### config.mk
export PLATFORM = sky130hd
export DESIGN_NAME = id_ex_fwd_stage
export DESIGN_NICKNAME = d
export VERILOG_FILES = /design/src/rtl/id_ex_fwd_stage.sv
export SDC_FILE = /design/constraint.sdc
export NUM_CORES = 1
export LEC_CHECK = 0
export CORE_ASPECT_RATIO = 1.1
export CORE_MARGIN = 1
export CORE_UTILIZATION = 47
export DETAILED_ROUTE_END_ITERATION = 10
export PLACE_DENSITY = 0.87
export SYNTH_ARGS = -nofsm -noshare
export SYNTH_HDL_FRONTEND = slang
export SYNTH_SLANG_ARGS = --single-unit
### constraint.sdc
create_clock -name clk -period 4 [get_ports clk]
set_input_delay 0.4 -clock clk [delete_from_list [all_inputs] [get_ports clk]]
set_output_delay 0.4 -clock clk [all_outputs]
set_load 0.03 [all_outputs]
### src/rtl/id_ex_fwd_stage.sv
// ---------------------------------------------------------------------------
// id_ex_fwd_stage
//
// ID/EX pipeline register followed by EX-stage operand forwarding. The stage
// captures the decoded instruction from ID, then presents ALU opcode and
// operands (with MEM/WB results forwarded in), forwarded store data and the
// resolved destination register to the EX stage.
//
// Optional feature (compile-time macro):
//   LOAD_USE_STALL_EN - when defined, a load in EX whose destination is read
//                       by the instruction in ID raises hazard_stall_o and
//                       inserts one bubble on the next edge. When undefined,
//                       hazard_stall_o is tied low and no internal bubbles are
//                       generated (load delay is handled by the toolchain).
//
// Ports:
//   clk, rst_n              clock, asynchronous active-low reset
//   stall_i, flush_i        hold stage / replace captured instruction by bubble
//   id_*                    decoded instruction fields from the ID stage
//   mem_reg_write/rd/result MEM-stage forwarding source (higher priority)
//   wb_reg_write/rd/data    WB-stage forwarding source
//   ex_alu_op/in_a/in_b     ALU controls and operands
//   ex_store_data           forwarded rt value for stores
//   ex_dest                 resolved destination register
//   ex_valid, ex_*          registered valid and control bits
//   hazard_stall_o          load-use hold request to IF/ID
// ---------------------------------------------------------------------------
module id_ex_fwd_stage #(
  parameter int DATA_W = 32,
  parameter int REG_AW = 5
) (
  input  logic              clk,
  input  logic              rst_n,
  input  logic              stall_i,
  input  logic              flush_i,
  input  logic              id_valid,
  input  logic [2:0]        id_alu_op,
  input  logic              id_alu_src,
  input  logic              id_reg_dst,
  input  logic              id_reg_write,
  input  logic              id_mem_read,
  input  logic              id_mem_write,
  input  logic              id_mem_to_reg,
  input  logic [REG_AW-1:0] id_rs,
  input  logic [REG_AW-1:0] id_rt,
  input  logic [REG_AW-1:0] id_rd,
  input  logic [DATA_W-1:0] id_rs_val,
  input  logic [DATA_W-1:0] id_rt_val,
  input  logic [DATA_W-1:0] id_imm,
  input  logic              mem_reg_write,
  input  logic [REG_AW-1:0] mem_rd,
  input  logic [DATA_W-1:0] mem_result,
  input  logic              wb_reg_write,
  input  logic [REG_AW-1:0] wb_rd,
  input  logic [DATA_W-1:0] wb_data,
  output logic [2:0]        ex_alu_op,
  output logic [DATA_W-1:0] ex_in_a,
  output logic [DATA_W-1:0] ex_in_b,
  output logic [DATA_W-1:0] ex_store_data,
  output logic [REG_AW-1:0] ex_dest,
  output logic              ex_valid,
  output logic              ex_reg_write,
  output logic              ex_mem_read,
  output logic              ex_mem_write,
  output logic              ex_mem_to_reg,
  output logic              hazard_stall_o
);

  // Operand slots handled by the forwarding network: 0 = rs, 1 = rt.
  localparam int NUM_OPS = 2;

  // -------------------------------------------------------------------------
  // Pipeline registers
  // -------------------------------------------------------------------------
  logic              valid_reg,      valid_next;
  logic [2:0]        alu_op_reg,     alu_op_next;
  logic              alu_src_reg,    alu_src_next;
  logic              reg_write_reg,  reg_write_next;
  logic              mem_read_reg,   mem_read_next;
  logic              mem_write_reg,  mem_write_next;
  logic              mem_to_reg_reg, mem_to_reg_next;
  logic [REG_AW-1:0] rs_reg,         rs_next;
  logic [REG_AW-1:0] rt_reg,         rt_next;
  logic [REG_AW-1:0] dest_reg,       dest_next;
  logic [DATA_W-1:0] rs_val_reg,     rs_val_next;
  logic [DATA_W-1:0] rt_val_reg,     rt_val_next;
  logic [DATA_W-1:0] imm_reg,        imm_next;

  // -------------------------------------------------------------------------
  // Forwarding network (combinational on the registered indices)
  // -------------------------------------------------------------------------
  logic [REG_AW-1:0] src_idx [NUM_OPS];
  logic [DATA_W-1:0] src_val [NUM_OPS];
  logic [DATA_W-1:0] fwd_val [NUM_OPS];

  assign src_idx[0] = rs_reg;
  assign src_idx[1] = rt_reg;
  assign src_val[0] = rs_val_reg;
  assign src_val[1] = rt_val_reg;

  genvar gi;
  generate
    for (gi = 0; gi < NUM_OPS; gi++) begin : g_fwd
      logic mem_hit;
      logic wb_hit;
      // Register 0 is hardwired zero, so a write targeting it never forwards.
      assign mem_hit = mem_reg_write && (mem_rd != '0) && (mem_rd == src_idx[gi]);
      assign wb_hit  = wb_reg_write  && (wb_rd  != '0) && (wb_rd  == src_idx[gi]);
      // The MEM result is younger than the WB value and must win.
      assign fwd_val[gi] = mem_hit ? mem_result :
                           wb_hit  ? wb_data    :
                                     src_val[gi];
    end
  endgenerate

  // -------------------------------------------------------------------------
  // Load-use hazard detection
  // -------------------------------------------------------------------------
  logic hazard_int;

`ifdef LOAD_USE_STALL_EN
  // A load in EX cannot forward its data in time for the instruction in ID.
  // Once the bubble is inserted, ex_valid drops and the request clears itself.
  assign hazard_int = valid_reg && mem_read_reg && (dest_reg != '0) && id_valid &&
                      ((dest_reg == id_rs) || (dest_reg == id_rt));
`else
  assign hazard_int = 1'b0;
`endif

  assign hazard_stall_o = hazard_int;

  // Flush and the internal load-use bubble both zero the stage; either one
  // overrides a concurrent stall.
  logic bubble_req;
  assign bubble_req = flush_i || hazard_int;

  // -------------------------------------------------------------------------
  // Next-state selection: bubble > stall > capture
  // -------------------------------------------------------------------------
  always_comb begin
    // Default is the stall behaviour: hold the captured instruction, but keep
    // refreshing the operand values through the forwarding network so that a
    // producer that retires while we are stalled is still picked up.
    valid_next      = valid_reg;
    alu_op_next     = alu_op_reg;
    alu_src_next    = alu_src_reg;
    reg_write_next  = reg_write_reg;
    mem_read_next   = mem_read_reg;
    mem_write_next  = mem_write_reg;
    mem_to_reg_next = mem_to_reg_reg;
    rs_next         = rs_reg;
    rt_next         = rt_reg;
    dest_next       = dest_reg;
    rs_val_next     = fwd_val[0];
    rt_val_next     = fwd_val[1];
    imm_next        = imm_reg;

    if (bubble_req) begin
      valid_next      = 1'b0;
      alu_op_next     = 3'b000;
      alu_src_next    = 1'b0;
      reg_write_next  = 1'b0;
      mem_read_next   = 1'b0;
      mem_write_next  = 1'b0;
      mem_to_reg_next = 1'b0;
      rs_next         = '0;
      rt_next         = '0;
      dest_next       = '0;
      rs_val_next     = '0;
      rt_val_next     = '0;
      imm_next        = '0;
    end else if (!stall_i) begin
      valid_next      = id_valid;
      alu_op_next     = id_alu_op;
      alu_src_next    = id_alu_src;
      reg_write_next  = id_reg_write;
      mem_read_next   = id_mem_read;
      mem_write_next  = id_mem_write;
      mem_to_reg_next = id_mem_to_reg;
      rs_next         = id_rs;
      rt_next         = id_rt;
      dest_next       = id_reg_dst ? id_rd : id_rt;
      rs_val_next     = id_rs_val;
      rt_val_next     = id_rt_val;
      imm_next        = id_imm;
    end
  end

  // -------------------------------------------------------------------------
  // State register
  // -------------------------------------------------------------------------
  always_ff @(posedge clk or negedge rst_n) begin
    if (!rst_n) begin
      valid_reg      <= 1'b0;
      alu_op_reg     <= 3'b000;
      alu_src_reg    <= 1'b0;
      reg_write_reg  <= 1'b0;
      mem_read_reg   <= 1'b0;
      mem_write_reg  <= 1'b0;
      mem_to_reg_reg <= 1'b0;
      rs_reg         <= '0;
      rt_reg         <= '0;
      dest_reg       <= '0;
      rs_val_reg     <= '0;
      rt_val_reg     <= '0;
      imm_reg        <= '0;
    end else begin
      valid_reg      <= valid_next;
      alu_op_reg     <= alu_op_next;
      alu_src_reg    <= alu_src_next;
      reg_write_reg  <= reg_write_next;
      mem_read_reg   <= mem_read_next;
      mem_write_reg  <= mem_write_next;
      mem_to_reg_reg <= mem_to_reg_next;
      rs_reg         <= rs_next;
      rt_reg         <= rt_next;
      dest_reg       <= dest_next;
      rs_val_reg     <= rs_val_next;
      rt_val_reg     <= rt_val_next;
      imm_reg        <= imm_next;
    end
  end

  // -------------------------------------------------------------------------
  // Outputs
  // -------------------------------------------------------------------------
  // With the registers cleared, index 0 blocks forwarding, so every output is
  // zero during reset without needing a clock edge.
  assign ex_alu_op     = alu_op_reg;
  assign ex_in_a       = fwd_val[0];
  assign ex_in_b       = alu_src_reg ? imm_reg : fwd_val[1];
  assign ex_store_data = fwd_val[1];
  assign ex_dest       = dest_reg;
  assign ex_valid      = valid_reg;
  assign ex_reg_write  = reg_write_reg;
  assign ex_mem_read   = mem_read_reg;
  assign ex_mem_write  = mem_write_reg;
  assign ex_mem_to_reg = mem_to_reg_reg;

endmodule

==> results of run 1 <==
## report_power, final
part / switching, µW / total (µW) / internal, µW
sequential: 40.3 / 1330 / 1290
combinational: 582 / 1070 / 491
clock: 528 / 1650 / 1120
total: 1150 / 4050 / 2900
## kinds of logic after synthesis
| logic type | count (synthesis) | synth area share (%) |
|---|---|---|
| simple gates | 242 | 13.5 |
| flops | 120 | 41.0 |
| compound gates | 231 | 26.0 |
| buf+inv | 74 | 4.87 |
| other cells | 1 | 0.0512 |
| xor+xnor | 20 | 2.39 |
| mux | 89 | 12.2 |
## cell type report
| type | instances | area (µm²) |
|---|---|---|
| Multi-Input combinational cell | 583 | 4000 |
| Fill cell | 1119 | 3990 |
| Timing Repair Buffer | 332 | 3230 |
| Sequential cell | 120 | 3000 |
| Clock buffer | 24 | 502 |
| Tap cell | 196 | 245 |
| Clock inverter | 8 | 140 |
| Inverter | 1 | 3.75 |
| Antenna cell | 1 | 2.50 |
## worst min path at each step
stage                     cells past startpoint                  endpoint
after floorplan                               0   alu_src_reg$_DFFE_PN0P_
after global placement                        2    ex_dest[3]$_DFFE_PN0P_
after detailed placement                      2    ex_dest[1]$_DFFE_PN0P_
after CTS                                     1  ex_alu_op[1]$_DFFE_PN0P_
after global routing                          1  ex_alu_op[1]$_DFFE_PN0P_
final                                         1  ex_alu_op[1]$_DFFE_PN0P_
## per-layer routing
layer | vias to the layer above | wire [µm]
li1 | 3390 | -
met1 | 3512 | 9790
met2 | 390 | 12600
met3 | 72 | 2160
met4 | 0 | 1050
met5 | - | 0
## metrics by stage
| step | std cells | area [µm²] |
|---|---|---|
| detailed placement | 1232 | 10500 |
| finish | 1265 | 11100 |
| global placement | 1232 | 10500 |
| global route | 1265 | 11100 |
| CTS | 1264 | 11100 |
| floorplan | 777 | 7320 |
## synth_stat cells, drive strengths merged (28+ instances only)
| cell | count | area [µm²] |
|---|---|---|
| o31ai | 62 | 465 |
| a21boi | 28 | 312 |
| a311oi | 28 | 414 |
| a21oi | 37 | 185 |
| a32oi | 32 | 280 |
| nand2 | 64 | 243 |
| mux2i | 88 | 881 |
| buf | 31 | 195 |
| nor2 | 157 | 589 |
| clkbuf | 42 | 158 |
| dfrtp | 120 | 3000 |
| o21ai | 35 | 175 |
## worst max-delay path, delay by kind of cell
family          cells  cell delay (ns)
buf+inv             3             1.48
simple gates        1             0.58
compound gates      4             0.85
==> run_results.csv, run 1 <==
group,metric,value,unit
placement,dp_slack,0.245,ns
setup_path,critPathLaunch,"wb_rd[1]",
setup_path,reg2reg_from,"rs_reg[3]$_DFFE_PN0P_",
placement,port_buffers,309,
die,die_y,133,µm
timing,timing.final.crit_share,93.5,%
yosys,avgSynthCellArea,9.43,µm²
setup_path,start_kind,"input port",
setup_path,endpoint_kind,"output port",
detailed_routing,drc,0,
finish,syn2layout_area_growth,51.9,%
die,chipWidth,121,µm
clock_network,clock-root-buffer,"clkbuf_16",
timing,fin_skew,0.00829,ns
clock_network,cts_hold_buf,0,
placement,dpl.hpwl,18.3,mm
yosys,synth_warnings,0,
setup_path,crit_type,"input port to output port",
worst_hold_path,holdCritPathClass,"input port to async pin",
timing,fin_setup_tns,0,ns
finish,final_common_cell,"clkdlybuf4s50_1",
die,placementRows,47,
clock_network,cts_sinks,120,
placement,gp_congestion,0.854,
timing,period_needed,3.74,ns
clock_network,clkTransAtPathRegs,0.05,ns
setup_path,ff2ff_path_depth,6,
setup_path,cp.required,3.60,ns
detailed_routing,via_count,7364,
detailed_routing,wl_per_cell,20.2,µm
setup_path,crit_top_cell,"clkdlybuf4s50_1",
die,core_area,0.0151,mm²
run,drv_cap,0,
detailed_routing,ant_nets,0,
setup_path,crit_path_end,"ex_in_b[5]",
global_routing,globalRoute.busiestLayer,"met2",
setup_path,path_cells,"clkdlybuf4s50_1 > or4_4 > o211a_4 > buf_4 > a21boi_2 > a311oi_2 > o31ai_1 > clkdlybuf4s50_1",
yosys,syn_nets,978,
detailed_routing,routed_via_density,5.82,
timing,hold_viol,0,
yosys,synth_cell_type_count,44,
global_routing,grt_max_degree,68,
global_routing,antenna_found_initial,1,
die,ioPinCount,311,
finish,fin_nets,1256,
global_routing,track_usage,32.6,%
power_and_ir_drop,power.leakage,0.00490,µW
detailed_routing,drt_first_pass_iters,7,
clock_network,htreeDepth,4,
setup_path,reg2reg_slack,1.56,ns
die,dieArea,0.0161,mm²
setup_path,crit_fanout,31,
global_routing,grt_pass1_vias,7497,
global_routing,grt_util_met2,54.2,%
timing,holdWs,0.0858,ns
detailed_routing,wl,25.6,mm
detailed_routing,drt_iter0_drc,438,
timing,fmax,267,MHz
setup_path,crit_arrival,3.34,ns
timing,final-setup-viol-count,0,
yosys,synth-edff-count,0,
power_and_ir_drop,ir_drop,0.000247,V
global_routing,grt_util_met3,8.71,%
yosys,async_flop_share,100,%
setup_path,timing.rr.end,"rs_val_reg[23]$_DFF_PN0_",
die,start_util,48.5,%
timing,worst_pin_slew,1.25,ns
power_and_ir_drop,p_total,4050,µW
clock_network,cts_buffers,17,
setup_path,slowest_stage,"clkdlybuf4s50_1",
timing,fin_ws,0.261,ns
clock_network,cts_buffer_depth,2,
clock_network,cts_setup_buffers,0,
yosys,synth_seq_area_share,41.0,%
power_and_ir_drop,cellPowerDensity,364,mW/mm²
global_routing,grt-ovfl-total,0,
yosys,synth-seq-cells,120,
timing,rsz0062_at_grt,"false",
finish,drive_above_1_share,14.8,%
timing,relSlewSlack,16.8,%
clock_network,ctsResizeCount,0,
yosys,ys.flop_type,"dfrtp_1",
global_routing,grt_pass1_wl,40.2,mm
clock_network,clk_latency,0.41,ns
status,status,"completed",
clock_network,cts_tree,"done",
setup_path,critical-path-max-stage-delay,0.73,ns
timing,slew_violations,0,
finish,final_cell_mix,"clkdlybuf4s50_1, nor2_1, dfrtp_1",
yosys,synth_cells,777,
global_routing,met1_usage,38.8,%
finish,final_core_util,73.6,%
yosys,syn_area,0.00732,mm²
Note: power is estimated with default switching activity, not from simulation.
==> inputs of run 2 (changes only) <==
--- a/config.mk
+++ b/config.mk
@@ -13,3 +13,4 @@
 export SYNTH_ARGS = -nofsm -noshare
 export SYNTH_HDL_FRONTEND = slang
 export SYNTH_SLANG_ARGS = --single-unit
+export TNS_END_PERCENT = 50
==> constraint.sdc (replaced) <==
create_clock -name clk -period 4 [get_ports clk]
set_input_delay 0.8 -clock clk [delete_from_list [all_inputs] [get_ports clk]]
set_output_delay 0.8 -clock clk [all_outputs]
set_load 0.03 [all_outputs]
==> run_results.csv, run 2 (synthesis results as in run 1) <==
group,metric,value,unit
status,status,"completed",
timing,slew_violations,0,
detailed_routing,wl_per_cell,20.4,µm
setup_path,start_kind,"input port",
timing,holdWs,0.433,ns
clock_network,cts_sinks,120,
clock_network,clock-root-buffer,"clkbuf_16",
timing,rsz0062_at_grt,"true",
global_routing,grt_max_degree,64,
detailed_routing,drt_first_pass_iters,5,
placement,port_buffers,309,
placement,dp_slack,-0.261,ns
finish,final_common_cell,"clkdlybuf4s50_1",
clock_network,clkTransAtPathRegs,0.06,ns
timing,period_needed,3.96,ns
die,core_area,0.0151,mm²
timing,fin_ws,0.0422,ns
placement,gp_congestion,0.868,
clock_network,cts_buffer_depth,2,
timing,timing.final.crit_share,98.9,%
global_routing,grt_pass1_vias,7780,
die,dieArea,0.0161,mm²
power_and_ir_drop,ir_drop,0.000266,V
placement,dpl.hpwl,18.1,mm
setup_path,crit_fanout,7,
timing,fmax,253,MHz
global_routing,grt-ovfl-total,0,
placement,dp_cells,1268,
die,chipWidth,121,µm
global_routing,track_usage,33.5,%
placement,postPlaceCellArea,0.0107,mm²
global_routing,grt_pass1_wl,41.1,mm
detailed_routing,via_count,7705,
finish,final_cell_count_no_fill,1307,
detailed_routing,routed_via_density,5.90,
detailed_routing,drt_iter0_drc,559,
timing,fin_setup_tns,0,ns
power_and_ir_drop,power.leakage,0.00534,µW
worst_hold_path,holdCritPathClass,"input port to async pin",
clock_network,cts_hold_buf,0,
timing,final-setup-viol-count,0,
die,start_util,48.5,%
power_and_ir_drop,cellPowerDensity,353,mW/mm²
timing,worst_pin_slew,1.19,ns
global_routing,antenna_found_initial,1,
setup_path,cp.required,3.20,ns
die,placementRows,47,
clock_network,clk_latency,0.42,ns
timing,relSlewSlack,20.4,%
timing,fin_skew,0.0110,ns
detailed_routing,wl,26.7,mm
clock_network,htreeDepth,4,
finish,fin_nets,1300,
die,ioPinCount,311,
finish,final_cell_mix,"clkdlybuf4s50_1, nor2_1, buf_4",
run,drv_cap,0,
clock_network,cts_buffers,17,
finish,finalInstanceArea,0.0115,mm²
clock_network,cts_tree,"done",
die,die_y,133,µm
setup_path,endpoint_kind,"output port",
setup_path,crit_type,"input port to output port",
detailed_routing,drc,0,
finish,drive_above_1_share,23.7,%
detailed_routing,ant_nets,0,
finish,syn2layout_area_growth,57.4,%
timing,hold_viol,0,
setup_path,crit_arrival,3.16,ns
run 2: layer usage:
layer / track usage [%] / up-vias / wire, µm
met5: 0 / - / 0
met4: 17.1 / 0 / 1100
met3: 7.50 / 80 / 2120
met2: 54.5 / 458 / 13000
met1: 41.6 / 3695 / 10500
li1: - / 3472 / -
run 2: cell type report:
class,instances,area (µm²)
Multi-Input combinational cell,583,4070
Timing Repair Buffer,376,3590
Fill cell,1035,3580
Sequential cell,120,3000
Clock buffer,21,470
Tap cell,196,245
Clock inverter,9,148
Inverter,1,3.75
Antenna cell,1,2.50
run 2: timing repair:
action                                 in CTS  in global routing
endpoints found under the hold margin       0                  0
pin swaps                                  18                 19
setup buffers                               1                  5
gates resized for setup                    26                 21
cloned                                      2                  1
setup endpoints to repair                  35                 43
run 2: metrics by stage:
stage               utilization, %  power [µW]
global route                  76.3        4220
floorplan                        -        1900
finish                        76.3        4070
global placement              70.6        2410
CTS                           75.5        4060
detailed placement            70.6        2430
run 2: where the power goes:
part | internal (µW) | total, µW | switching, µW
Combinational | 516 | 1130 | 610
Sequential | 1290 | 1330 | 39.5
Clock | 1080 | 1620 | 540
run 2: critical path, cell delays in order:
cell	delay [ns]
clkdlybuf4s50_1	0.42
or4_4	0.54
o211a_4	0.31
a21boi_2	0.19
a311oi_4	0.08
o31ai_1	0.38
dlygate4sd1_1	0.43
run 2: path summary, 6_finish.rpt:
check / cells past startpoint / from / slack [ns] / endpoint
worst min register to register: 2 / imm_reg[19]$_DFFE_PN0P_ / 0.52 / imm_reg[19]$_DFFE_PN0P_
worst min-delay path: 1 / rst_n / 0.43 / rs_reg[4]$_DFFE_PN0P_
min in group clk: 2 / imm_reg[19]$_DFFE_PN0P_ / 0.52 / imm_reg[19]$_DFFE_PN0P_
max in group asynchronous: 2 / rst_n / 2.74 / rt_val_reg[19]$_DFF_PN0_
worst max-delay path: 7 / wb_rd[4] / 0.04 / ex_in_b[27]
worst max register to register: 6 / rs_reg[3]$_DFFE_PN0P_ / 1.37 / rs_val_reg[1]$_DFF_PN0_
==> inputs of run 3 (changes only) <==
==> constraint.sdc (replaced) <==
create_clock -name clk -period 4.68 [get_ports clk]
set_input_delay 0.936 -clock clk [delete_from_list [all_inputs] [get_ports clk]]
set_output_delay 0.936 -clock clk [all_outputs]
set_load 0.03 [all_outputs]
==> run_results.csv, run 3 (synthesis results as in run 1) <==
group,metric,value,unit
finish,final_cell_mix,"clkdlybuf4s50_1, nor2_1, dfrtp_1",
detailed_routing,routed_via_density,5.88,
power_and_ir_drop,ir_drop,0.000205,V
finish,seq_area,0.00300,mm²
global_routing,track_usage,32.4,%
setup_path,crit_type,"input port to output port",
clock_network,clock-root-buffer,"clkbuf_16",
detailed_routing,wl_per_cell,20.4,µm
clock_network,cts_buffers,17,
timing,timing.final.crit_share,98.1,%
die,placementRows,47,
finish,fin_nets,1269,
detailed_routing,via_count,7521,
timing,slew_violations,0,
finish,drive_above_1_share,17.5,%
clock_network,cts_tree,"done",
timing,fin_setup_tns,0,ns
run,drv_cap,0,
global_routing,grt-ovfl-total,0,
detailed_routing,drc,0,
global_routing,grt_max_degree,63,
status,status,"completed",
timing,worst_pin_slew,1.25,ns
timing,relSlewSlack,17.0,%
power_and_ir_drop,power.leakage,0.00514,µW
placement,gp_congestion,0.877,
die,start_util,48.5,%
clock_network,clkTransAtPathRegs,0.05,ns
clock_network,cts_buffer_depth,2,
clock_network,clk_latency,0.42,ns
timing,fmax,218,MHz
placement,port_buffers,309,
die,ioPinCount,311,
placement,postPlaceCellArea,0.0106,mm²
setup_path,crit_arrival,3.65,ns
setup_path,cp.required,3.74,ns
finish,finalInstanceArea,0.0113,mm²
detailed_routing,wl,26.1,mm
finish,syn2layout_area_growth,54.0,%
timing,hold_viol,0,
power_and_ir_drop,cellPowerDensity,316,mW/mm²
detailed_routing,drt_iter0_drc,498,
global_routing,grt_pass1_vias,7756,
placement,dpl.hpwl,18.2,mm
global_routing,antenna_found_initial,1,
timing,final-setup-viol-count,0,
die,dieArea,0.0161,mm²
timing,period_needed,4.59,ns
finish,final_common_cell,"clkdlybuf4s50_1",
clock_network,htreeDepth,4,
timing,fin_skew,0.00888,ns
die,die_y,133,µm
global_routing,grt_pass1_wl,40.1,mm
finish,fillers,1096,
die,core_area,0.0151,mm²
setup_path,crit_fanout,31,
finish,final_core_util,74.6,%
setup_path,endpoint_kind,"output port",
clock_network,cts_sinks,120,
timing,rsz0062_at_grt,"false",
detailed_routing,drt_first_pass_iters,5,
setup_path,start_kind,"input port",
worst_hold_path,holdCritPathClass,"register to register",
finish,multi_input_area,0.00400,mm²
detailed_routing,ant_nets,0,
die,chipWidth,121,µm
==> run 3: changes by cell type in the layout (fill, tap and decap cells not counted), moves of 2 or more <==
| cell | before | now |
|---|---|---|
| buf_6 | 5 | 0 |
| o31ai_1 | 55 | 62 |
| bufbuf_16 | 2 | 0 |
| clkbuf_1 | 1 | 4 |
| dlymetal6s2s_1 | 2 | 8 |
| clkdlybuf4s50_1 | 207 | 242 |
| bufinv_16 | 4 | 6 |
| dlygate4sd2_1 | 9 | 1 |
| clkinv_2 | 4 | 2 |
| buf_12 | 11 | 9 |
| o31ai_2 | 7 | 0 |
| buf_4 | 135 | 84 |
==> run 3: power by group <==
part           internal, µW  total (µW)  switching (µW)
registers              1100        1130            33.3
logic                   426         932             506
clock network          1040        1500             457
total                  2570        3560             996
==> run 3: layout make-up <==
class                           instances  area share [%]
Clock buffer                           24            4.27
Antenna cell                            1          0.0222
Clock inverter                          8            1.69
Sequential cell                       120            26.6
Tap cell                              196            2.17
Inverter                                1          0.0333
Multi-Input combinational cell        583            35.5
Timing Repair Buffer                  345            29.7
==> run 3: worst paths after layout <==
| check | from | end | slack, ns | cells past startpoint |
|---|---|---|---|---|
| hold reg to reg | ex_dest[2]$_DFFE_PN0P_ | ex_dest[2]$_DFFE_PN0P_ | 0.52 | 2 |
| hold / removal | ex_dest[2]$_DFFE_PN0P_ | ex_dest[2]$_DFFE_PN0P_ | 0.52 | 2 |
| min in group asynchronous | rst_n | ex_mem_to_reg$_DFFE_PN0P_ | 0.58 | 1 |
| setup reg to reg | rs_reg[3]$_DFFE_PN0P_ | rs_val_reg[30]$_DFF_PN0_ | 2.21 | 7 |
| setup / recovery | wb_rd[2] | ex_in_b[13] | 0.09 | 8 |
| max in group asynchronous | rst_n | imm_reg[15]$_DFFE_PN0P_ | 3.27 | 2 |
==> run 3: worst max-delay path, cell delays in order <==
cell             delay (ns)
clkdlybuf4s50_1        0.46
or4_4                  0.55
o211a_4                0.29
buf_12                 0.19
a21boi_2               0.16
a311oi_2               0.07
o31ai_1                0.26
clkdlybuf4s50_1        0.71
==> run 3: through the flow <==
step / setup slack (ns) / std cells / power [µW] / hold slack, ns
6_report: 0.0899 / 1278 / 3560 / 0.519
3_5_place_dp: -0.0259 / 1245 / 2070 / 0.511
4_1_cts: 0.0453 / 1277 / 3580 / 0.524
5_1_grt: 0.00196 / 1278 / 3680 / 0.545
2_1_floorplan: 0.782 / 777 / 1620 / 0.484
3_3_place_gp: 0.0422 / 1245 / 2060 / 0.497
==> run 3: timing repair <==
action                                  in CTS  in global routing
pin swaps                                    0                  1
endpoints found under the setup margin       1                 15
setup buffers                                0                  0
gates resized for setup                      1                  9
hold buffers                                 0                  0
==> run 3: layer usage <==
metal / vias to the layer above / part of all wire (%) / wire (µm) / GRT usage (%)
met3: 56 / 7.4 / 1930 / 5.99
met2: 397 / 50 / 13000 / 55.3
met5: - / 0 / 0 / 0
li1: 3433 / - / - / -
met1: 3635 / 40 / 10300 / 39.0
met4: 0 / 3.1 / 818 / 15.4
